<file path="src/rtl/tmr.sv">
// Prescaled periodic tick generator: emits a registered one-cycle fire pulse
// every prescale_i enabled clock cycles; prescale_i of 0 or 1 fires every cycle.
module tmr #(
  parameter int WIDTH = 16
) (
  input  logic             clk_i,
  input  logic             rst_i,
  input  logic [WIDTH-1:0] prescale_i,
  input  logic             enable_i,
  output logic             fire_o
);

  logic [WIDTH-1:0] count_q, count_d;
  logic             fire_q, fire_d;

  // The >= compare wraps immediately if prescale_i drops below the running count.
  always_comb begin
    count_d = '0;
    fire_d  = 1'b0;
    if (enable_i) begin
      if (prescale_i <= WIDTH'(1)) begin
        fire_d = 1'b1;
      end else if (count_q >= prescale_i - WIDTH'(1)) begin
        fire_d = 1'b1;
      end else begin
        count_d = count_q + WIDTH'(1);
      end
    end
  end

  always_ff @(posedge clk_i or posedge rst_i) begin
    if (rst_i) begin
      count_q <= '0;
      fire_q  <= 1'b0;
    end else begin
      count_q <= count_d;
      fire_q  <= fire_d;
    end
  end

  assign fire_o = fire_q;

endmodule

</file>
<file path="config.mk">
export PLATFORM = sky130hd
export DESIGN_NAME = tmr
export DESIGN_NICKNAME = d
export VERILOG_FILES = /design/src/rtl/tmr.sv
export SDC_FILE = /design/constraint.sdc
export NUM_CORES = 1
export LEC_CHECK = 0
export CORE_MARGIN = 4
export CORE_UTILIZATION = 54
export CTS_CLUSTER_DIAMETER = 60
export DETAILED_ROUTE_END_ITERATION = 12
export MAX_ROUTING_LAYER = met4
export PLACE_DENSITY = 0.8
export SYNTH_ARGS = -nofsm -noshare
export SYNTH_HDL_FRONTEND = slang
export SYNTH_SLANG_ARGS = --single-unit
</file>
<file path="constraint.sdc">
create_clock -name clk_i -period 2.7 [get_ports clk_i]
set_input_delay 0.405 -clock clk_i [delete_from_list [all_inputs] [get_ports clk_i]]
set_output_delay 0.405 -clock clk_i [all_outputs]
set_load 0.01 [all_outputs]
</file>
* After elaboration in Yosys (flattened, before gate mapping) *
Cells that the tools add are included.

cells by class
  add/subtract/negate cells = 2
  order comparisons = 2
  mux-type cells = 6

operators with widths
  operator                 number
  $mux W16                 3
  $add A16 B1 Y16 const B  1
  $ge A16 B16 Y1           1
  $le A16 B1 Y1 const B    1
  $sub A16 B1 Y16 const B  1
  $mux W1                  3

word-level totals
  flip-flop bits (word level) = 17
  bits of input ports = 19
  word-level logic and storage cells = 12

* Depth between registers and ports, before layout *
  word-level depth = 5
  gate-level depth with buffers = 13
  depth with buffers taken out = 12

* Worst setup path after synthesis *
OpenSTA, ideal clock, no wires.

  path kind = input-to-reg
  start = in prescale_i[7]
  end = reg count_q[10]
  library setup time = 0.086 ns
  arrival = 2.746 ns
  required time = 2.614 ns
  slack = -0.132 ns
  stages = 12
  buffers on the path = 2
  path through = or4_4 -> nor3_4 -> nand2_1 -> nor2_1 -> xnor2_1 -> ha_1 -> a21oi_1 -> o21ai_0 -> o311a_1 -> buf_2 -> buf_2 -> nor3_1

between the ends
  longest elaborated chain between the ends = 5

ends and longest elaborated chain
  element                RTL line  RTL
  from (decl)            8         input logic [WIDTH-1:0] prescale_i,
  $sub A16 B1 Y16        23        end else if (count_q >= prescale_i - WIDTH'(1)) begin
  $ge A16 B16 Y1         23
  $mux W16               23
  $mux W16 *             21        if (prescale_i <= WIDTH'(1)) begin
  $mux W16 *             20        if (enable_i) begin
  named net count_d[10]  13        logic [WIDTH-1:0] count_q, count_d;
  to (signal assigned)   36        count_q <= count_d;
  to (decl)              13

The timed path passes the listed nets; every way through them passes the cells marked *.

* Final worst setup path *
Ends and elaborated chain as after synthesis.

==> impl_summary.txt <==
----------------------------------------------------
[Timing]
  Unrepaired setup endpoints after global routing ... yes
  Layout Skew ... 0.0128 ns
  Max Clk Rate ... 362 MHz
  Worst-Margin Slew ... 0.605 ns
  Part of the cycle the worst path needs ... 102%
  Number of max-slew violations in the final report ... 0
  Tmin final ... 2.76 ns
  Number of hold violations in the final report ... 0
  Final Setup Violations ... 16
  Max-Slew Margin vs Limit ... 59.6%
  Final hold slack ... 0.462 ns
  Final setup margin ... -0.0623 ns

[Route]
  Detail-routed via count per cell ... 6.30
  Starting DRT DRC Count ... 71
  Vias after detailed routing ... 1555
  Number of DRC violations after detailed routing ... 0
  First-pass iteration count of the detailed router ... 4
  Wire length after detailed routing ... 5.14 mm
  Average routed wire per standard cell ... 20.8 um
  Antenna-violating nets left ... 0

[Setup path]
  FF-to-FF Start ... count_q[0]
  Path type of the worst setup path ... in2reg
  Req. time, crit path ... 2.91 ns
  Startpoint types ... input pin
  Signal arrival time at the worst endpoint ... 2.97 ns
  Critical path fanouts, max ... 8
  Kind of capture point of the worst setup path ... register
  Timing startpoint of the critical path ... prescale_i[7]

[Synth]
  Count of warnings emitted by yosys ... 0
  Ys flop type ... sky130_fd_sc_hd__dfrtp_1
  Largest area contributor in the synthesized netlist ... sky130_fd_sc_hd__dfrtp_1
  Synth Instances ... 159
  Async SR Flop Fraction ... 100%
  Cell types with the largest area share after synthesis ... sky130_fd_sc_hd__dfrtp_1 (30%), sky130_fd_sc_hd__ha_1 (17%), sky130_fd_sc_hd__xnor2_1 (10%), sky130_fd_sc_hd__nor3_1 (8.0%), sky130_fd_sc_hd__xor2_1 (6.1%)
  Register bit total from synthesis ... 17
  Portion of the post-synthesis area used by sequential elements ... 29.5%
  Number of synthesized flops with an enable pin ... 0
  Leading cell type by number of instances after synthesis ... sky130_fd_sc_hd__nor3_1
  Net count of the mapped netlist ... 197
  Synth top cells by count ... sky130_fd_sc_hd__nor3_1 (23), sky130_fd_sc_hd__ha_1 (19), sky130_fd_sc_hd__dfrtp_1 (17), sky130_fd_sc_hd__xnor2_1 (17)
  Synth cell types ... 34
  Syn Area/Cell ... 9.06 um2
  Post-synth design cell area ... 1440 um2
  Proportion of netlist area held by the largest area contributor ... 29.5%

[CTS]
  Clock buffer count from CTS ... 3
  Number of H-tree levels ... 1
  Hold buffer count at CTS ... 0
  Buffer levels on the longest clock path ... 2
  Root buffer cell ... sky130_fd_sc_hd__clkbuf_4
  TritonCTS clock tree ... built
  Clock-pin slew reported for the worst setup and hold paths after clock tree synthesis ... 0.11 ns
  Clk sink count ... 17
  Clock latency on the worst-skew pair ... 0.30 ns

[Min path]
  Tightest Hold Check Type ... in2async

[Global route]
  Global-route wire length before repair ... 7.33 mm
  Overall fraction of global-route tracks in use ... 28.4%
  Largest net degree at the start of global routing ... 18
  Initial antenna violation count ... 0
  Number of global-route vias before repair ... 1567
  Remaining Overflow, GRT ... 0

[Place]
  HPWL after detailed placement ... 2.85 mm
  Port-buffer cells ... 19
  Routability cong. ... 0.866

[Final layout]
  Syn-to-layout area delta ... 59.3%
  Ant. Diodes ... 0
  Combined flip-flop and latch cell area ... 425 um2
  Number of nets in the final layout ... 256
  Layout cell share with drive strength beyond 1 ... 42.9%
  Count of fill cells added during filler insertion ... 91
  Area taken by multi-input logic gates ... 1250 um2

[Die]
  Area of the die ... 3560 um2
  Core Footprint ... 2500 um2
  Number of rows in the core area ... 18
  Die Span X ... 59.6 um
  Number of placed I/O pins ... 20
  Initial standard-cell utilization of the core ... 57.6%
  Die height ... 59.6 um

[Job]
  Number of max-cap violations ... 0

[Status]
  Result of the run ... finished with violations
  Violated checks ... negative setup slack

[Power]
  Maximum ir drop on the vdd rail ... 0.385 mV
  Post-layout total power ... 0.570 mW
  Leak ... 0.955 nW
  PD cells ... 248 nW/um2

----------------------------------------------------
-- timing repair --
item,4_1_cts,5_1_grt
endpoints found under the setup margin,17,17
buffers inserted,4,2
resized for setup,48,33
cloned,2,1
pin swaps,26,15
-- layout make-up --
type / instances / area share, %
well taps: 30 / 1.64
inverters: 7 / 1.15
multi-input cells: 132 / 54.5
clock buffers: 3 / 0.982
clock inverters: 1 / 0.218
repair buffers: 57 / 23.0
flip-flops and latches: 17 / 18.5
-- sequential cells by signal, indices dropped and copies added, names as in the netlist --
| signal | count |
|---|---|
| fire_o | 1 |
| count_q | 16 |
-- worst max-delay path, cell delays in order --
cell and delay [ns]:
sky130_fd_sc_hd__buf_6 0.09, sky130_fd_sc_hd__or4_4 0.55, sky130_fd_sc_hd__nor3_4 0.20, sky130_fd_sc_hd__buf_6 0.14, sky130_fd_sc_hd__nand3_4 0.07, sky130_fd_sc_hd__buf_4 0.14
sky130_fd_sc_hd__xor2_1 0.15, sky130_fd_sc_hd__ha_1 0.20, sky130_fd_sc_hd__a21oi_2 0.17, sky130_fd_sc_hd__nor2_2 0.06, sky130_fd_sc_hd__a211oi_2 0.20, sky130_fd_sc_hd__nand3_2 0.18
sky130_fd_sc_hd__buf_12 0.20, sky130_fd_sc_hd__nor3_4 0.20
-- per-stage QoR --
stage	TNS, ns	setup WS (ns)	std cells	utilization [%]	area, um2
after detailed placement	-10.59	-0.693	234	77.6	1940
after CTS	0	0.00143	244	86.5	2160
after floorplan	-1.07	-0.115	159	-	1510
after global placement	-8.13	-0.548	234	77.6	1940
final	-0.420	-0.0623	247	91.7	2290
after global routing	-1.68	-0.135	247	91.7	2290
-- power breakdown --
part,internal (mW),switching (mW)
clock network,0.0552,0.0841
registers,0.258,0.00792
logic,0.0817,0.0824
total,0.395,0.174
-- logic make-up (layout without fill, tap and decap cells) --
family | Yosys count | count (layout) | share of synthesized area [%]
AO/OA/AOI/OAI | 16 | 16 | 7.73
XOR/XNOR | 27 | 27 | 16.4
adder cells (fa/ha/maj) | 19 | 19 | 16.5
buffers and inverters | 10 | 68 | 3.56
AND/OR/NAND/NOR | 70 | 70 | 26.2
flip-flops | 17 | 17 | 29.5
-- layout by cell type (no fill, tap or decap), drive strengths merged, types with 3 or more instances in the layout --
cell	Yosys	final
xnor2	17	17
nand2	10	10
nor2	10	10
clkbuf	0	10
nor3	24	24
dfrtp	17	17
ha	19	19
nand4	4	4
xor2	10	10
nand3	9	9
buf	3	39
clkdlybuf4s50	0	9
inv	7	7
nor4	3	3
a21oi	3	3
o21ai	3	3
-- layer usage --
metal	up-vias	routed length (um)	GRT usage (%)
li1	694	-	-
met1	766	1920	32.1
met2	66	2720	49.1
met3	29	266	6.75
met4	0	233	8.86
met5	-	0	-
-- path summary, 6_finish.rpt --
check	depth (start not counted)	end	slack, ns
setup / recovery	14	count_q[10]	-0.06
hold / removal	2	count_q[7]	0.46
setup reg to reg	8	count_q[10]	0.44
hold reg to reg	1	count_q[0]	0.62
max in group asynchronous	2	count_q[11]	1.83
min in group clk_i	1	count_q[0]	0.62
Note: power is estimated with default switching activity, not from simulation.
